## src/rtl/serial_unloader_if.sv

```systemverilog
// Load-side handshake between a word producer and the serial unloader.
// The producer drives the word and its valid flag; the unloader answers with ready.
interface serial_unloader_if #(
    parameter int WIDTH = 4
);
    logic [WIDTH-1:0] D;
    logic             ld_valid;
    logic             ld_ready;

    modport master (output D, output ld_valid, input ld_ready);
    modport slave  (input D, input ld_valid, output ld_ready);
endinterface

```

## src/rtl/serial_unloader.sv

```systemverilog
// Parallel-to-serial frame unloader: start bit, LSB-first data, optional even parity, stop bit.
// The line advances one bit per tick strobe and holds its value while tick is low.
module serial_unloader #(
    parameter int WIDTH     = 4,
    parameter bit PARITY_EN = 1'b1
) (
    input  logic                clk,
    input  logic                r,
    serial_unloader_if.slave    ld,
    input  logic                tick,
    output logic                sout,
    output logic                busy,
    output logic                done
);

    localparam int CW = $clog2(WIDTH + 1);

    typedef enum logic [2:0] {IDLE, START, DATA, PAR, STOP} state_t;

    state_t           state, state_next;
    logic [WIDTH-1:0] shift_reg, shift_next;
    logic [CW-1:0]    bit_count, count_next;
    logic             parity, parity_next;
    logic             done_next;

    // State and datapath registers; reset leaves the line idle and ready for a word.
    always_ff @(posedge clk or negedge r) begin
        if (!r) begin
            state     <= IDLE;
            shift_reg <= '0;
            bit_count <= '0;
            parity    <= 1'b0;
            done      <= 1'b0;
        end else begin
            state     <= state_next;
            shift_reg <= shift_next;
            bit_count <= count_next;
            parity    <= parity_next;
            done      <= done_next;
        end
    end

    // Next-state logic. The acceptance cycle ignores tick, so START always waits
    // for the first strobe after the word was taken.
    always_comb begin
        state_next  = state;
        shift_next  = shift_reg;
        count_next  = bit_count;
        parity_next = parity;
        done_next   = 1'b0;
        case (state)
            IDLE: begin
                if (ld.ld_valid) begin
                    state_next  = START;
                    shift_next  = ld.D;
                    parity_next = ^ld.D;
                    count_next  = '0;
                end
            end
            START: begin
                if (tick) begin
                    state_next = DATA;
                    count_next = '0;
                end
            end
            DATA: begin
                if (tick) begin
                    shift_next = shift_reg >> 1;
                    count_next = bit_count + 1'b1;
                    if (bit_count == CW'(WIDTH - 1)) begin
                        state_next = PARITY_EN ? PAR : STOP;
                    end
                end
            end
            PAR: begin
                if (tick) begin
                    state_next = STOP;
                end
            end
            STOP: begin
                if (tick) begin
                    state_next = IDLE;
                    done_next  = 1'b1;
                end
            end
            default: begin
                state_next = IDLE;
            end
        endcase
    end

    // Line value is a pure decode of registered state, so D and ld_valid never reach it.
    always_comb begin
        case (state)
            START:   sout = 1'b0;
            DATA:    sout = shift_reg[0];
            PAR:     sout = parity;
            default: sout = 1'b1;
        endcase
    end

    assign ld.ld_ready = (state == IDLE);
    assign busy        = (state != IDLE);

endmodule
```

## src/flat_wrapper.sv

```systemverilog
// flat-port wrapper written by rule: the top's interface ports become plain ports
module serial_unloader_flat 
#(
    parameter int WIDTH     = 4,
    parameter bit PARITY_EN = 1'b1
)
  (clk, r, tick, sout, busy, done, ld_D, ld_ld_valid, ld_ld_ready);
  serial_unloader_if #(.WIDTH(WIDTH)) ld_i ();
  input  logic clk;
  input  logic r;
  input  logic tick;
  output logic sout;
  output logic busy;
  output logic done;
  input wire logic [$bits(ld_i.D)-1:0] ld_D;
  input wire logic [$bits(ld_i.ld_valid)-1:0] ld_ld_valid;
  output wire logic [$bits(ld_i.ld_ready)-1:0] ld_ld_ready;
  assign ld_i.D = ld_D;
  assign ld_i.ld_valid = ld_ld_valid;
  assign ld_ld_ready = ld_i.ld_ready;
  serial_unloader #(.WIDTH(WIDTH), .PARITY_EN(PARITY_EN)) u_core (.clk(clk), .r(r), .ld(ld_i), .tick(tick), .sout(sout), .busy(busy), .done(done));
endmodule
```

## config.mk

```make
export PLATFORM = sky130hd
export DESIGN_NAME = serial_unloader_flat
export DESIGN_NICKNAME = d
export VERILOG_FILES = /design/src/rtl/serial_unloader_if.sv /design/src/rtl/serial_unloader.sv /design/src/flat_wrapper.sv
export SDC_FILE = /design/constraint.sdc
export NUM_CORES = 1
export LEC_CHECK = 0
export ABC_AREA = 1
export CAP_MARGIN = 20
export CELL_PAD_IN_SITES_DETAIL_PLACEMENT = 0
export CELL_PAD_IN_SITES_GLOBAL_PLACEMENT = 1
export CORE_MARGIN = 5
export CORE_UTILIZATION = 37
export CTS_CLUSTER_SIZE = 10
export DETAILED_ROUTE_END_ITERATION = 12
export PLACE_DENSITY = 0.86
export RECOVER_POWER = 25
export SLEW_MARGIN = 20
export SYNTH_ARGS = -nofsm -noshare
export SYNTH_HDL_FRONTEND = slang
export SYNTH_SLANG_ARGS = --single-unit
export TNS_END_PERCENT = 100
```

## constraint.sdc

```tcl
create_clock -name clk -period 1.8 [get_ports clk]
set_clock_uncertainty 0.1 [all_clocks]
set_input_delay 0.27 -clock clk [delete_from_list [all_inputs] [get_ports clk]]
set_output_delay 0.27 -clock clk [all_outputs]
set_load 0.02 [all_outputs]
```

# Yosys cells after proc, flatten, opt, wreduce, memory -nomap -nowiden
# Index checks and enable logic that the tools add are counted.
[classes]
addsub = 1
mul = 0
div = 0
magnitude_cmp = 0
n_eq_ne = 11
n_shift = 0
mux = 16
n_bitwise = 0
n_reduce_logical = 9
[op_table]
columns = ["cell", "n"]
rows = [
  ["$mux 3", 8],
  ["$pmux 3 s5", 1],
  ["$ne 2x2->1 const B", 5],
  ["$eq 3x2->1 const B", 3],
  ["$pmux 3 s3", 1],
  ["$mux 4", 2],
  ["$pmux 4 s2", 1],
  ["$reduce_and 6->1", 1],
  ["$reduce_bool 3->1", 2],
  ["$reduce_and 4->1", 1],
  ["$reduce_xor 4->1", 1],
  ["$add 3x1->3 const B", 1],
  ["$eq 3x1->1 const B", 1],
  ["$eq 3x3->1 const B", 1],
  ["$logic_not 3->1", 1],
  ["$pmux 1 s3", 1],
  ["$reduce_and 3->1", 1],
  ["$mux 1", 2],
  ["$ne 2x1->1 const B", 1],
  ["$reduce_and 2->1", 1],
  ["$reduce_bool 2->1", 1],
]
[word_totals]
register_bits = 12
latchBits = 0
ramBits = 0
rom_bits = 0
inputBits = 8
out_inout_bits = 4
n_memories = 0

# Logic depth before layout (Yosys ltp)
# Gate-level depths: netlist of run 1.
[depth]
word_depth = 4
ltp_mapped = 9
depth_no_buf = 9

# Worst setup path after synthesis of run 1
# No wires, ideal clock.
[synth_path]
kind = "register -> register"
startpoint = "reg u_core.state[2]"
endpoint = "reg u_core.parity"
setup_ns = 0.126
arrival_time_ns = 1.204
required_time_ns = 1.574
slack_ns = 0.370
stages_incl_launch_ff = 7
period_less_slack_ns = 1.430
path_cell_list = "dfrtp_1 -> inv_2 -> nand2_2 -> nor2_4 -> inv_1 -> nor2_1 -> o21ai_0"
[synth_via]
elab_chain_cells = 2
[synth_lines]
columns = ["element", "line", "text"]
rows = [
  ["start, declared", "serial_unloader.sv:20", "state_t state, state_next;"],
  ["start signal, assigned", "serial_unloader.sv:35", "state <= state_next;"],
  ["$logic_not 3->1", "n/a", ""],
  ["net ld_ld_ready", "flat_wrapper.sv:17", "output wire logic [$bits(ld_i.ld_ready)-1:0] ld_ld_ready;"],
  ["$reduce_and 2->1 (no source line)", "n/a", ""],
  ["end signal, assigned", "serial_unloader.sv:38", "parity <= parity_next;"],
  ["end, declared", "serial_unloader.sv:23", "logic parity, parity_next;"],
]
# The timed path passes the listed nets, and every way through them passes these cells.
# A chain may end at the register's enable or synchronous reset.

# Worst setup path after layout of run 1
[layout_path]
startpoint = "reg u_core.state[1]"
endpoint = "out sout"
[layout_via]
elab_chain_cells = 2
elab_cells_between_ends = 4
classes_between = "eq/ne: 3; mux: 1"
[layout_lines]
columns = ["element", "line", "text"]
rows = [
  ["$eq 3x2->1 or $eq 3x1->1 (tied branches)", "serial_unloader.sv:94", "case (state)"],
  ["$pmux 1 s3 *", "serial_unloader.sv:94", ""],
  ["end, declared", "flat_wrapper.sv:12", "output logic sout;"],
]
# Every way passes the cells marked *; elsewhere a longest branch is shown, timed or not.

==> metrics.csv, run 1 <==
stage,metric,value,unit
floorplanning,Starting Density,39.2,%
timing,Fin. Hold Viols,0,
cells_and_area,Multi-input gate area,404,um2
detailed_routing,Vias/cell,4.50,
detailed_routing,TritonRoute pass-1 iters,4,
timing,RSZ-0062 raised after global routing,no,
synthesis,Cells after Synth,106,
detailed_routing,DR vias,684,
clock_tree,CTS root buf,clkbuf_4,
power_and_ir_drop,Comb power frac,61.9,%
timing,Fin Setup TNS,0,ns
clock_tree,H-tree lvl count,1,
synthesis,async set-reset flop share out of synthesis,100,%
floorplanning,die height,55.8,um
synthesis,synth unique cells,22,
global_route,initial antenna violation count,0,
timing,final hold slack,0.334,ns
timing,relative slew slack,60.1,%
synthesis,Mapped Nets,116,
placement,input/output buffers,11,
outcome,run status,finished clean,
flow_run,max cap viols,0,
setup_path,startpoint type of the worst setup path,register,
clock_tree,hold bufs inserted after CTS,0,
setup_path,kind of end point of the critical path,output port,
setup_path,WP data required,1.43,ns
placement,GP Congestion,0.794,
cells_and_area,Antenna diodes,0,
timing,min Tclk post-route,1.71,ns
synthesis,ys flop type,dfrtp_1,
global_route,largest net degree at the start of global routing,13,
synthesis,Yosys top cell by area,dfrtp_1,
clock_tree,clock sink count,12,
clock_tree,clock slew at reported path FFs,0.08,ns
timing,Max Fclk,0.585,GHz
global_route,number of global-route vias before repair,655,
power_and_ir_drop,Sequential Power Share,25.2,%
power_and_ir_drop,Int Power,884,uW
synthesis,Mean Syn Cell Area,7.33,um2
synthesis,"count leader, synth",nand2_1,
global_route,Tot GR Track Use,11.0,%
power_and_ir_drop,Lkg Pwr,0.000524,uW
power_and_ir_drop,NetSw,813,uW
floorplanning,die area,3120,um2
clock_tree,Clock Latency Late Sink,0.27,ns
synthesis,synthesized area,777,um2
synthesis,synth warn,0,
setup_path,CP arrival,1.34,ns
global_route,grt total ovfl,0,
cells_and_area,FF+latch area,300,um2
timing,Pins Over Slew Limit,0,
cells_and_area,nets@finish,136,
cells_and_area,final core occ,49.2,%
min_path,Hold Path Class,in -> async,
floorplanning,die width,55.8,um
detailed_routing,Routed Antenna Nets,0,
detailed_routing,residual DRC count,0,
power_and_ir_drop,power per cell area,1740,nW/um2
synthesis,top post-synthesis cells by count,"nand2_1 (41), dfrtp_1 (12), inv_1 (12)",
detailed_routing,total wire length,1530,um
synthesis,sequential area share after synthesis,38.6,%
setup_path,crit path kind,reg -> out,
timing,fin crit share,94.9,%
cells_and_area,max FFs per register,4,
cells_and_area,fraction of layout cells with a size suffix above 1,18.4,%
synthesis,Post-synth EDFFs,0,
detailed_routing,Initial DRC Count,6,
floorplanning,Rows,16,
global_route,global-route wire length before repair,2750,um
power_and_ir_drop,switching share of power,47.9,%
detailed_routing,DR WL/cell,10.1,um
cells_and_area,layout overhead on the synthesized area,25.4,%
synthesis,Yosys reg bits,12,
power_and_ir_drop,VDD IR max,0.000857,V
clock_tree,Max Buffers Root-to-Sink,2,
floorplanning,area of the core,1980,um2
placement,DP HPWL,1190,um
synthesis,top cell type's share of synthesized area,38.6,%
setup_path,crit path max fanout,4,
cells_and_area,Layout fillers,196,
clock_tree,Num CTS Buffers,3,
timing,pin slew with the least headroom to its limit,0.597,ns
clock_tree,CTS tree,done,
synthesis,largest cells by area after synthesis,"dfrtp_1 (39%), nand2_1 (20%), inv_1 (5.8%), nor2_4 (5.8%), nand3_1 (5.2%)",
power_and_ir_drop,Clk pwr share,12.9,%
floorplanning,Ports,12,
timing,setup violators final,0,
## stage by stage
stage               power [uW]  area (um2)  setup slack, ns  std cells
finish                    1700         975           0.0916        152
global route              1870         975           0.0122        152
detailed placement        1510         937            0.115        147
global placement          1500         937            0.133        147
CTS                       1700         970           0.0385        151
floorplan                 1200         777            0.370        106
## path summary, 6_finish.rpt
check	end	cells after the start	slack [ns]	startpoint
worst max-delay path	sout	4	0.09	u_core.state[1]$_DFFE_PN0P_
worst min-delay path	u_core.state[1]$_DFFE_PN0P_	1	0.33	r
worst max register to register	u_core.shift_reg[2]$_DFFE_PN0P_	7	0.29	u_core.state[0]$_DFFE_PN0P_
worst min register to register	u_core.bit_count[2]$_DFFE_PN0P_	2	0.38	u_core.bit_count[2]$_DFFE_PN0P_
max in group asynchronous	u_core.state[0]$_DFFE_PN0P_	1	0.88	r
min in group clk	u_core.bit_count[2]$_DFFE_PN0P_	2	0.38	u_core.bit_count[2]$_DFFE_PN0P_
## power groups by stage
stage	clock network [uW]	logic [uW]	registers (uW)
floorplan	0	755	449
global placement	0	1070	430
detailed placement	0	1080	432
CTS	228	1050	426
global route	241	1190	439
finish	219	1050	428
## cell type report
cell class / instances / share of cell area (%)
multi-input cells: 78 / 41.5
flip-flops and latches: 12 / 30.8
repair buffers: 16 / 14.5
inverters: 15 / 6.03
clock buffers: 4 / 3.72
well taps: 27 / 3.47
## placed cells by master, fill, tap and decap left out, types with 2 or more instances in the layout
master,synthesis,routed
inv_1,12,12
nand3_1,8,8
nor2_4,4,4
nand2_1,41,41
nand2_2,2,2
clkbuf_4,0,3
dfrtp_1,12,12
clkdlybuf4s50_1,0,7
ha_1,2,2
inv_2,2,2
nor2_1,7,7
buf_4,0,5
o21ai_0,3,3
nand2_4,2,2
## layer usage
metal  vias to the layer above  wire length [um]  track usage [%]  part of all wire [%]
li1                        367                 -                -                     -
met1                       301               693             13.1                    45
met2                        14               747             18.4                    49
met3                         2                82             4.18                   5.4
met4                         0                10             3.05                  0.65
met5                         -                 0                0                     0
## cell families (layout without fill, tap and decap cells)
logic type	count (synthesis)	after routing	synth area share, %
xor gates and xnor gates	2	2	2.25
adders and majority gates	2	2	3.22
buffers and inverters	16	35	9.34
AOI/OAI and AO/OA	6	6	4.19
DFF	12	12	38.6
and+or+nand+nor	68	68	42.4
## worst max-delay path: stages, from the launching register on
cell           delay [ns]
dfrtp_1              0.40
inv_1                0.09
o21ai_0              0.15
o211ai_1             0.10
dlygate4sd2_1        0.33
## what timing repair did
action	in CTS	in global routing
endpoints found under the setup margin	3	3
gates cloned	0	0
hold endpoints to repair	0	0
buffers inserted	0	1
resized for setup	3	3
Power figures use the tool's default switching activity.
==> inputs of run 2 (changes only) <==
- CORE_UTILIZATION: 37 -> 40
- PLACE_DENSITY: 0.86 -> 0.91
- clock period: 1.8 -> 2.1 ns (I/O delays scaled with it)
==> metrics.csv, run 2 (synthesis gave the netlist of run 1 again) <==
stage,metric,value,unit,change
outcome,run status,finished clean,,
setup_path,startpoint type of the worst setup path,register,,
clock_tree,H-tree lvl count,1,,unchanged
clock_tree,clock slew at reported path FFs,0.08,ns,about the same
power_and_ir_drop,VDD IR max,0.000619,V,-28%
placement,GP Congestion,0.870,,+9.5%
placement,"Cell Area, Placed",922,um2,-1.6%
global_route,Tot GR Track Use,13.8,%,+2.8 points
timing,Fin Setup TNS,0,ns,unchanged
cells_and_area,fraction of layout cells with a size suffix above 1,18.0,%,-0.37 points
cells_and_area,Layout fillers,199,,+1.5%
setup_path,reg2reg path depth,9,,+2
floorplanning,die area,2920,um2,-6.2%
cells_and_area,design area,966,um2,-0.90%
floorplanning,Rows,16,,unchanged
clock_tree,clock sink count,12,,unchanged
cells_and_area,Antenna diodes,0,,unchanged
setup_path,CP arrival,1.40,ns,+0.06 ns
detailed_routing,residual DRC count,0,,unchanged
clock_tree,Max Buffers Root-to-Sink,2,,unchanged
timing,Fin. Hold Viols,0,,unchanged
cells_and_area,Finished Layout Cells,149,,-2.0%
setup_path,Reg2Reg Capture Point,u_core.state[1]$_DFFE_PN0P_,,
detailed_routing,DR WL/cell,10.9,um,+7.7%
timing,Pins Over Slew Limit,0,,unchanged
setup_path,crit path kind,reg -> out,,
clock_tree,CTS tree,done,,
setup_path,CP Cell Sequence,"inv_2, nand2_2, nor2_4, dlygate4sd2_1",,
cells_and_area,max FFs per register,4,,unchanged
global_route,initial antenna violation count,0,,unchanged
setup_path,kind of end point of the critical path,output port,,
placement,input/output buffers,11,,unchanged
placement,DP HPWL,1300,um,+9.2%
detailed_routing,Initial DRC Count,5,,-1
clock_tree,"Setup Fix Bufs, Post-CTS",0,,unchanged
clock_tree,CTS root buf,clkbuf_4,,
power_and_ir_drop,power per cell area,1490,nW/um2,-14%
min_path,Hold Path Class,in -> async,,
floorplanning,Ports,12,,unchanged
timing,final setup margin,0.282,ns,+0.191 ns
timing,RSZ-0062 raised after global routing,no,,
global_route,grt total ovfl,0,,unchanged
placement,Placed Cells,145,,-1.4%
global_route,number of global-route vias before repair,685,,+4.6%
detailed_routing,TritonRoute pass-1 iters,4,,unchanged
floorplanning,Starting Density,40.9,%,+1.7 points
detailed_routing,Vias/cell,4.66,,+3.5%
global_route,largest net degree at the start of global routing,13,,unchanged
detailed_routing,total wire length,1620,um,+5.6%
timing,Max Fclk,0.550,GHz,
detailed_routing,DR vias,694,,+1.5%
clock_tree,Clock Latency Late Sink,0.27,ns,about the same
cells_and_area,highest-count cells in the layout ignoring fill and taps,"nand2_1 (41), inv_1 (12), dfrtp_1 (9)",,
flow_run,max cap viols,0,,unchanged
setup_path,CP max stage cell,dfrtp_2,,
timing,pin slew with the least headroom to its limit,0.578,ns,-0.0192 ns
cells_and_area,nets@finish,133,,-2.2%
global_route,global-route wire length before repair,2860,um,+3.7%
setup_path,crit-path max cell delay,0.47,ns,+0.07 ns
timing,setup violators final,0,,unchanged
detailed_routing,Routed Antenna Nets,0,,unchanged
setup_path,Buf/Inv on CP,2,,unchanged
setup_path,WP data required,1.68,ns,+0.25 ns
floorplanning,area of the core,1900,um2,-4.0%
placement,worst slack at placement,0.275,ns,+0.159 ns
clock_tree,Num CTS Buffers,3,,unchanged
cells_and_area,"most common cell after layout, fill and taps aside",nand2_1,,
timing,relative slew slack,61.4,%,+1.3 points
floorplanning,die width,54.1,um,-3.1%
timing,min Tclk post-route,1.82,ns,
cells_and_area,layout overhead on the synthesized area,24.3,%,
setup_path,"CP delay by family, top",flip-flops,,
setup_path,r2r setup slk,0.70,ns,+0.41 ns
setup_path,crit path max fanout,6,,+2
floorplanning,die height,54.1,um,-3.1%
power_and_ir_drop,Lkg Pwr,0.000521,uW,-0.71%
setup_path,FF-to-FF Start,u_core.bit_count[0]$_DFFE_PN0P_,,
timing,fin crit share,86.5,%,
[run 2: changes by cell type in the layout (fill, tap and decap cells not counted), sizes merged]
cell | previous run | this run
clkbuf | 5 | 4
buf | 5 | 2
dlymetal6s2s | 0 | 2
clkdlybuf4s15 | 1 | 0
[run 2: report_power, final]
part           switching [uW]  internal [uW]  total, uW
sequential               79.8            323        402
clock                    80.4            105        186
combinational             533            320        854
[run 2: routing by layer]
layer | global-route usage (%) | routed length, um | up-vias
met5 | 0 | 0 | -
met4 | 8.30 | 48 | 0
met3 | 2.49 | 52 | 4
met2 | 23.6 | 817 | 16
met1 | 15.9 | 699 | 314
li1 | - | - | 360
[run 2: how the worst max path moves through the flow]
stage,from,end,slack (ns),cells after the start
2_1_floorplan,u_core.state[2]$_DFFE_PN0P_,u_core.parity$_DFFE_PN0P_,0.67,6
3_3_place_gp,u_core.state[2]$_DFFE_PN0P_,ld_ld_ready,0.31,4
3_5_place_dp,u_core.state[0]$_DFFE_PN0P_,ld_ld_ready,0.27,4
4_1_cts,u_core.state[1]$_DFFE_PN0P_,sout,0.008,4
5_1_grt,u_core.state[0]$_DFFE_PN0P_,ld_ld_ready,0.21,4
6_report,u_core.state[0]$_DFFE_PN0P_,ld_ld_ready,0.28,4
[run 2: area by class of cell]
| class | instances | area, um2 | share of cell area [%] |
|---|---|---|---|
| Sequential cell | 12 | 304 | 31.5 |
| Tap cell | 27 | 33.8 | 3.50 |
| Timing Repair Buffer | 13 | 129 | 13.3 |
| Clock buffer | 4 | 36.3 | 3.76 |
| Multi-Input combinational cell | 78 | 404 | 41.8 |
| Inverter | 15 | 58.8 | 6.09 |
[run 2: timing repair]
action / CTS / global route
cloned: 0 / 0
endpoints found under the setup margin: 3 / 2
hold buffers: 0 / 0
pin swaps: 0 / 0
gates resized for setup: 3 / 3
[run 2: per-stage QoR]
stage / util [%] / total power (uW) / hold WS, ns
2_1_floorplan: - / 1030 / -0.0806
3_3_place_gp: 48.5 / 1260 / 0.355
3_5_place_dp: 48.5 / 1280 / 0.361
4_1_cts: 50.5 / 1470 / 0.322
5_1_grt: 50.8 / 1580 / 0.405
6_report: 50.8 / 1440 / 0.374
==> inputs of run 3 (changes only) <==
- CAP_MARGIN: 20 -> 5
- PLACE_DENSITY: 0.91 -> 0.79
==> metrics.csv, run 3 (synthesis gave the netlist of run 1 again) <==
stage,metric,value,unit,change
setup_path,CP max stage cell,dfrtp_2,,
floorplanning,area of the core,1900,um2,unchanged
placement,input/output buffers,11,,unchanged
timing,final hold slack,0.372,ns,-0.00180 ns
min_path,Hold Path Class,reg -> reg,,
timing,pin slew with the least headroom to its limit,0.576,ns,-0.00138 ns
setup_path,CP arrival,1.40,ns,about the same
timing,Max Fclk,0.551,GHz,+0.13%
global_route,largest net degree at the start of global routing,13,,unchanged
setup_path,"CP delay by family, top",flip-flops,,
clock_tree,CTS root buf,clkbuf_4,,
detailed_routing,residual DRC count,0,,unchanged
floorplanning,Ports,12,,unchanged
detailed_routing,DR vias,679,,-2.2%
cells_and_area,nets@finish,132,,-0.75%
floorplanning,Rows,16,,unchanged
global_route,initial antenna violation count,0,,unchanged
detailed_routing,Vias/cell,4.59,,-1.5%
cells_and_area,max FFs per register,4,,unchanged
cells_and_area,"most common cell after layout, fill and taps aside",nand2_1,,
placement,DP HPWL,1180,um,-8.9%
floorplanning,die width,54.1,um,unchanged
setup_path,WP data required,1.68,ns,about the same
detailed_routing,TritonRoute pass-1 iters,4,,unchanged
detailed_routing,DR WL/cell,10.1,um,-7.3%
global_route,Tot GR Track Use,12.5,%,-1.3 points
cells_and_area,Antenna diodes,0,,unchanged
timing,Pins Over Slew Limit,0,,unchanged
placement,Placed Cells,144,,-0.69%
setup_path,crit-path max cell delay,0.47,ns,about the same
global_route,global route hottest layer,met2,,
clock_tree,clock slew at reported path FFs,0.08,ns,about the same
timing,relative slew slack,61.5,%,+0.092 points
setup_path,crit path max fanout,6,,unchanged
setup_path,critical path depth,4,,unchanged
floorplanning,die area,2920,um2,unchanged
clock_tree,Max Buffers Root-to-Sink,2,,unchanged
detailed_routing,Routed Antenna Nets,0,,unchanged
power_and_ir_drop,VDD IR max,0.000585,V,-5.5%
global_route,met1 global-route usage,14.3,%,-1.6 points
clock_tree,Clock Latency Late Sink,0.27,ns,about the same
cells_and_area,fraction of layout cells with a size suffix above 1,17.4,%,-0.68 points
floorplanning,Starting Density,40.9,%,unchanged
global_route,number of global-route vias before repair,603,,-12%
cells_and_area,highest-count cells in the layout ignoring fill and taps,"nand2_1 (41), inv_1 (12), dfrtp_1 (9)",,
timing,RSZ-0062 raised after global routing,no,,
timing,min Tclk post-route,1.82,ns,-0.00240 ns
setup_path,reg2reg path depth,5,,-4
global_route,global-route wire length before repair,2530,um,-12%
clock_tree,CTS tree,done,,
clock_tree,Num CTS Buffers,3,,unchanged
global_route,met3 Resource Use GR,3.32,%,+0.83 points
timing,setup violators final,0,,unchanged
power_and_ir_drop,power per cell area,1480,nW/um2,-0.98%
outcome,run status,finished clean,,
cells_and_area,layout overhead on the synthesized area,23.3,%,
detailed_routing,total wire length,1490,um,-7.9%
cells_and_area,Layout fillers,195,,-2.0%
clock_tree,hold bufs inserted after CTS,0,,unchanged
global_route,met2 Track Usage GR,21.4,%,-2.2 points
detailed_routing,Initial DRC Count,13,,+8
setup_path,crit path kind,reg -> out,,
timing,fin crit share,86.4,%,-0.11 points
setup_path,Buf/Inv on CP,2,,unchanged
min_path,Worst Hold Depth,2,,
timing,Fin Setup TNS,0,ns,unchanged
setup_path,CP Cell Sequence,"inv_2, nand2_2, nor2_4, dlygate4sd2_1",,
setup_path,kind of end point of the critical path,output port,,
floorplanning,die height,54.1,um,unchanged
power_and_ir_drop,Lkg Pwr,0.000516,uW,-0.97%
placement,GP Congestion,0.732,,-16%
global_route,grt total ovfl,0,,unchanged
cells_and_area,final core occ,50.4,%,-0.39 points
clock_tree,clock sink count,12,,unchanged
setup_path,startpoint type of the worst setup path,register,,
flow_run,max cap viols,0,,unchanged
clock_tree,H-tree lvl count,1,,unchanged
timing,Fin. Hold Viols,0,,unchanged
cells_and_area,Finished Layout Cells,148,,-0.67%
## run 3: cell types whose count changed in the layout (fill, tap and decap cells not counted)
cell,before,now
buf_4,2,1
## run 3: per-stage QoR
stage / cell area, um2 / worst slack (ns) / power, uW
finish: 958 / 0.285 / 1420
global route: 958 / 0.201 / 1550
CTS: 953 / 0.0205 / 1440
detailed placement: 915 / 0.275 / 1250
global placement: 915 / 0.288 / 1250
floorplan: 777 / 0.670 / 1030
## run 3: path summary, 6_finish.rpt
| kind | start | to | slack, ns |
|---|---|---|---|
| worst min-delay path | u_core.bit_count[2]$_DFFE_PN0P_ | u_core.bit_count[2]$_DFFE_PN0P_ | 0.37 |
| worst min register to register | u_core.bit_count[2]$_DFFE_PN0P_ | u_core.bit_count[2]$_DFFE_PN0P_ | 0.37 |
| worst max-delay path | u_core.state[2]$_DFFE_PN0P_ | ld_ld_ready | 0.28 |
| worst max register to register | u_core.state[1]$_DFFE_PN0P_ | u_core.bit_count[1]$_DFFE_PN0P_ | 0.71 |
| max in group asynchronous | r | u_core.state[0]$_DFFE_PN0P_ | 1.11 |
| min in group asynchronous | r | u_core.parity$_DFFE_PN0P_ | 0.38 |
## run 3: cell type report
cell class | instances | area [um2] | area share (%)
Clock buffer | 4 | 36.3 | 3.79
Inverter | 15 | 58.8 | 6.14
Multi-Input combinational cell | 78 | 404 | 42.2
Sequential cell | 12 | 304 | 31.7
Tap cell | 27 | 33.8 | 3.52
Timing Repair Buffer | 12 | 121 | 12.7
## run 3: repair_timing
action	4_1_cts	5_1_grt
resized for setup	4	2
endpoints found under the setup margin	3	2
pin swaps	0	0
buffers inserted	0	0
## run 3: report_power, final
group          total, uW  internal (uW)  switching (uW)
Sequential           407            323            84.0
Combinational        825            309             516
Clock                184            105            79.2
## run 3: per-layer routing
metal  part of all wire, %  vias to the layer above  wire length (um)
li1                      -                      358                 -
met1                    48                      306               714
met2                    47                       13               698
met3                   4.4                        2                66
met4                  0.67                        0                10
met5                     0                        -                 0
## run 3: worst reg2reg max path: stages, from the launching register on
cell and delay, ns:
dfrtp_2 0.46, buf_4 0.17, a21oi_1 0.18, nand4_1 0.21
nand2_1 0.12, nand2_1 0.05
